`config.mk`:
```
export PLATFORM = sky130hd
export DESIGN_NAME = seg_frame_packer_flat
export DESIGN_NICKNAME = d
export VERILOG_FILES = /design/src/rtl/seg_pkg.sv /design/src/rtl/seg_frame_packer_if.sv /design/src/rtl/seg_frame_buf.sv /design/src/rtl/seg_frame_packer.sv /design/src/flat_wrapper.sv
export SDC_FILE = /design/constraint.sdc
export NUM_CORES = 1
export LEC_CHECK = 0
export CAP_MARGIN = 20
export CORE_AREA = 4 4 245 199
export DETAILED_ROUTE_END_ITERATION = 6
export DIE_AREA = 0 0 249 203
export HOLD_SLACK_MARGIN = 0.03
export PLACE_DENSITY_LB_ADDON = 0.05
export SKIP_LAST_GASP = 1
export SYNTH_ARGS = -nofsm -noshare
export SYNTH_HDL_FRONTEND = slang
export SYNTH_SLANG_ARGS = --single-unit
```
`constraint.sdc`:
```
create_clock -name clk -period 5.6 [get_ports clk]
set_input_delay 1.12 -clock clk [delete_from_list [all_inputs] [get_ports clk]]
set_output_delay 1.12 -clock clk [all_outputs]
set_load 0.02 [all_outputs]
```
`src/rtl/seg_pkg.sv`:
```
// Shared types and defaults for the segment frame packer.
package seg_pkg;

    localparam int unsigned DefNumSeg = 8;
    localparam int unsigned DefDataW  = 32;
    localparam int unsigned DefCntW   = 16;
    localparam logic [31:0] DefPadWord = 32'h0000_0000;

    typedef enum logic {
        COLLECT = 1'b0,
        DRAIN   = 1'b1
    } seg_state_e;

    // Index must also reach NUM_SEG (checksum slot / full count).
    function automatic int unsigned seg_idx_w(input int unsigned num_seg);
        return $clog2(num_seg + 1);
    endfunction

endpackage

```
`src/rtl/seg_frame_packer_if.sv`:
```
// Segment input and frame output streams of the packer.
interface seg_frame_packer_if #(
    parameter int unsigned DATA_W = 32,
    parameter int unsigned CNT_W  = 16
);
    logic              seg_valid;
    logic [DATA_W-1:0] seg_data;
    logic              seg_ready;
    logic              seg_flush;
    logic              out_valid;
    logic [DATA_W-1:0] out_data;
    logic              out_last;
    logic              out_ready;
    logic [CNT_W-1:0]  frame_cnt;

    // Segment producer / frame consumer side.
    modport master (
        output seg_valid, seg_data, seg_flush, out_ready,
        input  seg_ready, out_valid, out_data, out_last, frame_cnt
    );

    // Packer side.
    modport slave (
        input  seg_valid, seg_data, seg_flush, out_ready,
        output seg_ready, out_valid, out_data, out_last, frame_cnt
    );
endinterface

```
`src/rtl/seg_frame_buf.sv`:
```
// NUM_SEG x DATA_W frame store: one write port with pad-fill from a start
// index, one registered read port with same-cycle write bypass.
module seg_frame_buf
    import seg_pkg::*;
#(
    parameter int unsigned       NUM_SEG  = DefNumSeg,
    parameter int unsigned       DATA_W   = DefDataW,
    parameter logic [DATA_W-1:0] PAD_WORD = DATA_W'(DefPadWord),
    parameter int unsigned       IDX_W    = seg_idx_w(NUM_SEG)
) (
    input  logic              clk,
    input  logic              reset,
    input  logic              wr_en,
    input  logic [IDX_W-1:0]  wr_idx,
    input  logic [DATA_W-1:0] wr_data,
    input  logic              pad_en,
    input  logic [IDX_W-1:0]  pad_start,
    input  logic              rd_en,
    input  logic [IDX_W-1:0]  rd_idx,
    output logic [DATA_W-1:0] rd_data
);

    logic [DATA_W-1:0] mem [NUM_SEG];
    logic [DATA_W-1:0] rd_next;

    // Storage: the written slot and the pad range never overlap.
    always_ff @(posedge clk) begin
        for (int i = 0; i < NUM_SEG; i++) begin
            if (wr_en && (wr_idx == IDX_W'(i))) begin
                mem[i] <= wr_data;
            end else if (pad_en && (IDX_W'(i) >= pad_start)) begin
                mem[i] <= PAD_WORD;
            end
        end
    end

    // Read mux; bypass covers a frame closed by a write to slot 0.
    always_comb begin
        rd_next = '0;
        for (int i = 0; i < NUM_SEG; i++) begin
            if (rd_idx == IDX_W'(i)) begin
                rd_next = mem[i];
            end
        end
        if (pad_en && (rd_idx >= pad_start)) begin
            rd_next = PAD_WORD;
        end
        if (wr_en && (wr_idx == rd_idx)) begin
            rd_next = wr_data;
        end
    end

    // Registered read port.
    always_ff @(posedge clk or posedge reset) begin
        if (reset) begin
            rd_data <= '0;
        end else if (rd_en) begin
            rd_data <= rd_next;
        end
    end

endmodule

```
`src/rtl/seg_frame_packer.sv`:
```
// Segment frame packer: collects NUM_SEG segment words, then drains them
// in order. Optional macro SEG_FRAME_CHECKSUM_EN appends an XOR checksum word.
module seg_frame_packer
    import seg_pkg::*;
#(
    parameter int unsigned       NUM_SEG  = DefNumSeg,
    parameter int unsigned       DATA_W   = DefDataW,
    parameter logic [DATA_W-1:0] PAD_WORD = DATA_W'(DefPadWord),
    parameter int unsigned       CNT_W    = DefCntW
) (
    input  logic               clk,
    input  logic               reset,
    seg_frame_packer_if.slave  bus
);

    localparam int unsigned      IDX_W   = seg_idx_w(NUM_SEG);
    localparam logic [IDX_W-1:0] LastSeg = IDX_W'(NUM_SEG - 1);
`ifdef SEG_FRAME_CHECKSUM_EN
    localparam logic [IDX_W-1:0] LastRd  = IDX_W'(NUM_SEG);
`else
    localparam logic [IDX_W-1:0] LastRd  = LastSeg;
`endif

    seg_state_e        state_q, state_d;
    logic [IDX_W-1:0]  wr_idx_q, rd_idx_q;
    logic [CNT_W-1:0]  frame_cnt_q;
    logic [IDX_W-1:0]  held_cnt, rd_next_idx, rd_addr;
    logic              in_collect, in_drain, accept, complete, flush_go, close_frame;
    logic              xfer, last_xfer, rd_en;
    logic [DATA_W-1:0] rd_data;

    assign in_collect  = (state_q == COLLECT);
    assign in_drain    = (state_q == DRAIN);
    assign accept      = in_collect && bus.seg_valid;
    assign complete    = accept && (wr_idx_q == LastSeg);
    // Words held once this cycle's accept lands; a flush only acts if non-zero.
    assign held_cnt    = wr_idx_q + {{(IDX_W - 1){1'b0}}, accept};
    assign flush_go    = in_collect && bus.seg_flush && (held_cnt != '0) && !complete;
    assign close_frame = complete || flush_go;
    assign xfer        = in_drain && bus.out_ready;
    assign last_xfer   = xfer && (rd_idx_q == LastRd);
    assign rd_next_idx = rd_idx_q + IDX_W'(1);
    assign rd_en       = close_frame || (xfer && !last_xfer && (rd_next_idx < IDX_W'(NUM_SEG)));
    assign rd_addr     = close_frame ? '0 : rd_next_idx;

    seg_frame_buf #(
        .NUM_SEG  (NUM_SEG),
        .DATA_W   (DATA_W),
        .PAD_WORD (PAD_WORD),
        .IDX_W    (IDX_W)
    ) u_buf (
        .clk       (clk),
        .reset     (reset),
        .wr_en     (accept),
        .wr_idx    (wr_idx_q),
        .wr_data   (bus.seg_data),
        .pad_en    (flush_go),
        .pad_start (held_cnt),
        .rd_en     (rd_en),
        .rd_idx    (rd_addr),
        .rd_data   (rd_data)
    );

    // FSM state register.
    always_ff @(posedge clk or posedge reset) begin
        if (reset) begin
            state_q <= COLLECT;
        end else begin
            state_q <= state_d;
        end
    end

    // FSM next state.
    always_comb begin
        state_d = state_q;
        unique case (state_q)
            COLLECT: if (close_frame) state_d = DRAIN;
            DRAIN:   if (last_xfer)   state_d = COLLECT;
            default: state_d = COLLECT;
        endcase
    end

    // Write/read indices and completed-frame counter.
    always_ff @(posedge clk or posedge reset) begin
        if (reset) begin
            wr_idx_q    <= '0;
            rd_idx_q    <= '0;
            frame_cnt_q <= '0;
        end else begin
            if (last_xfer) begin
                wr_idx_q    <= '0;
                rd_idx_q    <= '0;
                frame_cnt_q <= frame_cnt_q + CNT_W'(1);
            end else begin
                if (accept) wr_idx_q <= wr_idx_q + IDX_W'(1);
                if (xfer)   rd_idx_q <= rd_next_idx;
            end
        end
    end

`ifdef SEG_FRAME_CHECKSUM_EN
    logic [DATA_W-1:0] csum_q, csum_d;
    logic [IDX_W-1:0]  pad_cnt;

    assign pad_cnt = IDX_W'(NUM_SEG) - held_cnt;

    // Running XOR of every buffered word; an even pad count cancels out.
    always_comb begin
        csum_d = csum_q;
        if (accept)                  csum_d = csum_d ^ bus.seg_data;
        if (flush_go && pad_cnt[0])  csum_d = csum_d ^ PAD_WORD;
        if (last_xfer)               csum_d = '0;
    end

    // Checksum register.
    always_ff @(posedge clk or posedge reset) begin
        if (reset) begin
            csum_q <= '0;
        end else begin
            csum_q <= csum_d;
        end
    end
`endif

    // FSM outputs; the word after buf[NUM_SEG-1] is the checksum when enabled.
    always_comb begin
        bus.seg_ready = in_collect;
        bus.out_valid = in_drain;
        bus.out_last  = in_drain && (rd_idx_q == LastRd);
`ifdef SEG_FRAME_CHECKSUM_EN
        bus.out_data  = (rd_idx_q == IDX_W'(NUM_SEG)) ? csum_q : rd_data;
`else
        bus.out_data  = rd_data;
`endif
    end

    assign bus.frame_cnt = frame_cnt_q;

endmodule

```
`src/flat_wrapper.sv`:
```
// flat-port wrapper written by rule: the top's interface ports become plain ports
module seg_frame_packer_flat import seg_pkg::*;
#(
    parameter int unsigned       NUM_SEG  = DefNumSeg,
    parameter int unsigned       DATA_W   = DefDataW,
    parameter logic [DATA_W-1:0] PAD_WORD = DATA_W'(DefPadWord),
    parameter int unsigned       CNT_W    = DefCntW
)
  (clk, reset, bus_seg_valid, bus_seg_data, bus_seg_flush, bus_out_ready, bus_seg_ready, bus_out_valid, bus_out_data, bus_out_last, bus_frame_cnt);
  seg_frame_packer_if #(.DATA_W(DATA_W), .CNT_W(CNT_W)) bus_i ();
  input  logic clk;
  input  logic reset;
  input wire logic [$bits(bus_i.seg_valid)-1:0] bus_seg_valid;
  input wire logic [$bits(bus_i.seg_data)-1:0] bus_seg_data;
  input wire logic [$bits(bus_i.seg_flush)-1:0] bus_seg_flush;
  input wire logic [$bits(bus_i.out_ready)-1:0] bus_out_ready;
  output wire logic [$bits(bus_i.seg_ready)-1:0] bus_seg_ready;
  output wire logic [$bits(bus_i.out_valid)-1:0] bus_out_valid;
  output wire logic [$bits(bus_i.out_data)-1:0] bus_out_data;
  output wire logic [$bits(bus_i.out_last)-1:0] bus_out_last;
  output wire logic [$bits(bus_i.frame_cnt)-1:0] bus_frame_cnt;
  assign bus_i.seg_valid = bus_seg_valid;
  assign bus_i.seg_data = bus_seg_data;
  assign bus_i.seg_flush = bus_seg_flush;
  assign bus_i.out_ready = bus_out_ready;
  assign bus_seg_ready = bus_i.seg_ready;
  assign bus_out_valid = bus_i.out_valid;
  assign bus_out_data = bus_i.out_data;
  assign bus_out_last = bus_i.out_last;
  assign bus_frame_cnt = bus_i.frame_cnt;
  seg_frame_packer #(.NUM_SEG(NUM_SEG), .DATA_W(DATA_W), .PAD_WORD(PAD_WORD), .CNT_W(CNT_W)) u_core (.clk(clk), .reset(reset), .bus(bus_i));
endmodule
```
# Yosys cells after proc, flatten, opt, wreduce, memory -nomap -nowiden
# Memories as Yosys holds them, arrays and structs flattened.
# Cells that the tools add are included.
totals:
  memories: 1
  elab_cells: 147
  register_bits: 57
  in_bits: 37
  ramBits: 256
mem_list:
  columns: ["name", "words", "width", "read_ports", "rd_ports_with_merged_regs", "write_ports", "line", "source"]
  rows:
  - ["u_core.u_buf.mem", 8, 32, 8, 0, 8, "seg_frame_buf.sv:23", "logic [DATA_W-1:0] mem [NUM_SEG];"]
classes:
  n_lt_le_gt_ge: 10
  add_sub_neg: 4
  bitwise_logic: 9
  reduce_logical: 36
  mux: 66
  eq_ne: 16
op_table:
  columns: ["op", "n"]
  rows:
  - ["two-way mux 32 bit", 18]
  - ["two-way mux 1 bit", 42]
  - ["== test 4 x 3 -> 1 bit, second input constant", 9]
  - ["logical AND 1 bit", 27]
  - ["two-way mux 4 bit", 5]
  - ["adder 16 x 1 -> 16 bit, second input constant", 1]
  - ["== test 4 x 2 -> 1 bit, second input constant", 4]
  - [">= comparator 3 x 4 -> 1 bit, first input constant", 4]
  - ["adder 4 x 1 -> 4 bit, second input constant", 2]
  - ["== test 4 x 1 -> 1 bit, second input constant", 2]
  - [">= comparator 1 x 4 -> 1 bit, first input constant", 2]
  - [">= comparator 2 x 4 -> 1 bit, first input constant", 2]
  - ["logical NOT 4 bit", 2]
  - ["OR 1 bit", 8]
  - ["adder 4 x 1 -> 4 bit", 1]
  - ["== test 4 bit", 1]
  - [">= comparator 4 bit", 1]
  - ["< comparator 4 bit, second input constant", 1]
  - ["nonzero test 2 bit", 2]
  - ["nonzero test 4 bit", 1]
  - ["logical NOT 1 bit", 2]
  - ["logical OR 1 bit", 2]
  - ["one-hot mux 1 bit (2 select lines)", 1]
  - ["inverter 1 bit", 1]

# Longest topological paths before layout
depth:
  word_depth: 19
  mapped_depth: 21
  ltp_nobuf: 16

# Modules after synthesis
# From an unflattened synthesis, not the netlist that was laid out.
unflattened:
  cells_unflattened: 1138
  area_unflattened_um2: 14649.0
by_module_without_submodules:
  columns: ["mod", "cells_per_inst", "area_per_inst_um2", "instances"]
  rows:
  - ["seg_frame_buf", 1018, 13345.3, 1]
  - ["seg_frame_packer", 120, 1303.8, 1]

# Worst setup path after synthesis
# OpenSTA, ideal clock, no wires.
synth_timing:
  kind: "in2reg"
  start: "input bus_seg_valid"
  end: "memory u_core.u_buf.mem[1][0] (netlist: u_core.u_buf.mem[0][32]), enable pin"
  path_stages: 11
  required_ns: 5.134
  arrival_ns: 5.442
  slack_ns: -0.308
  path_buffers: 2
  cell_sequence: "nor2b_1 -> clkbuf_1 -> ha_1 -> ha_1 -> xor2_1 -> inv_1 -> a21boi_2 -> o211ai_1 -> clkbuf_1 -> or2_2 -> o21ai_0"
synth_rtl:
  columns: ["item", "line", "source"]
  rows:
  - ["start: declaration", "flat_wrapper.sv:13", "input wire logic [$bits(bus_i.seg_valid)-1:0] bus_seg_valid;"]
  - ["end: declaration", "seg_frame_buf.sv:23", null]

# Final worst setup path
layout_timing:
  start: "input bus_seg_valid"
  end: "register u_core.u_buf.rd_data[12]"
layout_via:
  elab_chain_cells: 18
layout_rtl:
  columns: ["item", "line", "source"]
  rows:
  - ["logical AND 1 bit (*)", "seg_frame_packer.sv:34", "assign accept = in_collect && bus.seg_valid;"]
  - ["adder 4 x 1 -> 4 bit", "seg_frame_packer.sv:37", "assign held_cnt = wr_idx_q + {{(IDX_W - 1){1'b0}}, accept};"]
  - ["nonzero test 4 bit", "seg_frame_packer.sv:38", "assign flush_go = in_collect && bus.seg_flush && (held_cnt != '0) && !complete;"]
  - ["logical AND 1 bit (2 in series)", "seg_frame_packer.sv:38", null]
  - ["logical OR 1 bit", "seg_frame_packer.sv:39", "assign close_frame = complete || flush_go;"]
  - ["two-way mux 4 bit", "seg_frame_packer.sv:44", "assign rd_addr = close_frame ? '0 : rd_next_idx;"]
  - ["logical NOT 4 bit", "seg_frame_buf.sv:41", "if (rd_idx == IDX_W'(i)) begin"]
  - ["two-way mux 32 bit (8 in series)", "seg_frame_buf.sv:41", null]
  - ["two-way mux 32 bit", "seg_frame_buf.sv:45", "if (pad_en && (rd_idx >= pad_start)) begin"]
  - ["two-way mux 32 bit", "seg_frame_buf.sv:48", "if (wr_en && (wr_idx == rd_idx)) begin"]
  - ["end signal: assignment", "seg_frame_buf.sv:58", "rd_data <= rd_next;"]
  - ["end: declaration", "seg_frame_buf.sv:20", "output logic [DATA_W-1:0] rd_data"]
# Mark *: on every way between the ends. The rest lies on a longest branch, timed or not.
# A chain may end at the register's enable or synchronous reset.

==> metrics.txt <==
unrepaired setup endpoints after global routing=false; Syn. warnings=0; RD Place Congestion=0.7962; CP Max Fanout=16; Post-Syn Area=14630 µm²; worst setup margin=901.3 ps; Worst IR Drop VDD=0.3953 mV; final hold violation count=0; Worst Setup End Kind=register; P_sw=4.377 mW; final instance area=17480 µm²; Syn Area/Cell=11.57 µm²; H-Tree Depth=2; gr ovfl total=0; area grow syn2layout=19.50%; register area=8793 µm²; DRC=0; detailed-route via count=10290; Synth cell types=70; Pint=6.362 mW; Post-DP HPWL=28290 µm; Post-synth ARST share=0.1821; clk_lat worst skew=530 ps; die area=50550 µm²; Placement Setup Slack=399.6 ps; Inserted Clock Buffers=36; run status=finished, final reports clean; Final Cycle Share=0.8390; syn nets=1313; Mapped Cells=1264; Resize count post-CTS=0; Gate power share=0.455; Final setup viols=0; DR iter-0 viols=930; Core Area=46460 µm²; area occupied by multi-input gates=5358 µm²; Initial Util=0.3149; DR WL/cell=25.42 µm; Fillers=4483; number of synthesized flops with an enable pin=224; crit path DAT=5140 ps; Core Rows=71; I/O Buffers=87; WS Path Type=in2reg; initial antenna violation count=1; GRT Total Usage=0.1950; Clock Pin Slew Worst Setup and Hold Paths=60 ps; leakage=6.149 nW; setup repair bufs after CTS=0; CTS Buffer Depth=3; total routed wirelength=49880 µm; vias in the first global route=10260; clock skew=12.00 ps; Setup crit start kind=input port; Placed Instances=1895; first-pass GRT wire length=73750 µm; share of layout cells above drive strength 1=0.1178; CTS Root Cell=clkbuf_16; Power Density=614.2 nW/µm²; Post-synth top flop=edfxtp_1; Ports=88; R2R Setup Slk=1390 ps; sequential share of the synthesized area=0.6010; cts hold-fix bufs=0; Setup TNS=0 ps; PnR Total Power=10.74 mW; Clock Sinks=313; Yosys reg bits=313; pin count of the biggest net entering global routing=40; top cell type's share of synthesized area=0.4598; leading area contributor after synthesis=edfxtp_1; CTS tree=done; Worst-Margin Slew=918.9 ps; maxcap violations=0; max frequency=0.2128 GHz; Rel. slew slack=0.3874; Sw Ratio=0.4076; dpl cell area=16310 µm²; non-filler cells, final=1962; via density per instance=5.244; Min-Delay Path Class=reg2reg; clock power share=0.219; Period minus WS final=4699 ps; Die X=249 µm; antenna-violating nets left=0; synth top area cells=edfxtp_1 (46%), dfrtp_1 (9.7%), and2_1 (4.4%), dfxtp_1 (4.4%), nor2b_1 (4.2%); required time of the critical path=6050 ps; DIE HEIGHT=203 µm; fin nets=1363; max-slew violation count=0; Reg power frac=0.326; drt pass-1 iters=6
[power groups by stage]
stage                     sequential, mW  combinational (mW)  clock, mW
after floorplan                     3.58                2.88          0
after global placement              3.55                4.90          0
after detailed placement            3.55                4.92          0
after CTS                           3.51                4.93       2.42
after global routing                3.57                5.29       2.52
final                               3.50                4.88       2.35
[cells in the mapped netlist, types with 6 or more instances]
cell type and count:
a21o_1 6, a21oi_1 43, a221oi_1 54, and2_1 104, and3_1 13, buf_2 7
clkbuf_1 112, dfrtp_1 57, dfxtp_1 32, edfxtp_1 224, ha_1 12, inv_1 12
nand2_1 120, nand3_1 12, nand4_1 8, nor2_1 101, nor2b_1 99, nor3_1 17
o211a_1 25, o21ai_0 6, o221ai_1 56, o22ai_1 7, o22ai_2 20, xnor2_1 14
xor2_1 10
[per-stage QoR]
stage	hold slack (ps)	util
finish	450.4	0.3763
global route	467.3	0.3762
CTS	454.1	0.3758
detailed placement	446.1	0.3510
global placement	437.6	0.3510
floorplan	431.2	-
[cells by family after synthesis]
kind of cell | count (synthesis) | synth area share
xor gates and xnor gates | 24 | 0.01437
muxes | 6 | 0.004532
adders and majority gates | 12 | 0.01026
buffers and inverters | 138 | 0.03883
DFF | 313 | 0.6010
AOI/OAI and AO/OA | 261 | 0.1488
and+or+nand+nor | 510 | 0.1822
[critical path: stages]
cell	delay [ps]
clkdlybuf4s50_1	460
nor2b_1	190
ha_1	200
ha_1	170
xor2_1	260
inv_1	150
a21boi_2	300
nor3_4	60
nand2_1	90
inv_1	50
ha_1	260
a21o_1	170
a21o_1	180
a21oi_1	160
a211oi_1	120
or4_2	700
buf_4	270
o22ai_2	210
[worst paths after layout]
| check | from | end | cells past startpoint |
|---|---|---|---|
| worst max-delay path | bus_seg_valid | u_core.u_buf.rd_data[12]$_DFFE_PP0P_ | 18 |
| worst min-delay path | u_core.u_buf.mem[1][25]$_SDFFE_PP0P_ | u_core.u_buf.mem[1][25]$_SDFFE_PP0P_ | 2 |
| worst max register to register | u_core.bus.out_valid$_DFF_PP0_ | u_core.u_buf.rd_data[12]$_DFFE_PP0P_ | 15 |
| worst min register to register | u_core.u_buf.mem[1][25]$_SDFFE_PP0P_ | u_core.u_buf.mem[1][25]$_SDFFE_PP0P_ | 2 |
| max in group asynchronous | reset | u_core.rd_idx_q[0]$_DFFE_PP0P_ | 4 |
| min in group asynchronous | reset | u_core.u_buf.rd_data[31]$_DFFE_PP0P_ | 2 |
[layer usage]
metal,vias to the layer above,part of all wire,global-route usage
met5,-,0,0
met4,0,0.015,0.03345
met3,49,0.049,0.03048
met2,264,0.44,0.2961
met1,5229,0.50,0.2984
li1,4746,-,-
[final cells by class]
type,instances,share of cell area
antenna,1,0.0001431
clock buffer,48,0.05654
clock inverter,17,0.009518
inverter,12,0.002576
multi-input combinational,813,0.3064
sequential,313,0.5030
tap,620,0.04437
timing repair buffer,138,0.07744
[sequential cells by signal (all words and copies together) (netlist names)]
register              count
u_core.u_buf.mem        256
u_core.bus.out_valid      1
u_core.bus.frame_cnt     16
u_core.u_buf.rd_data     32
u_core.wr_idx_q           4
u_core.rd_idx_q           4
[placed cells by master, fill, tap and decap left out, types with 20 or more instances in the layout]
cell,netlist,final
clkbuf_16,0,38
a221oi_1,54,54
o221ai_1,56,56
nor2_1,101,100
a21oi_1,43,43
dfrtp_1,57,57
o211a_1,25,25
o22ai_2,20,20
dfxtp_1,32,32
edfxtp_1,224,224
clkdlybuf4s50_1,0,87
nand2_1,120,116
and2_1,104,103
buf_4,1,43
nor2b_1,99,99
(Power assumes the default switching activity.)
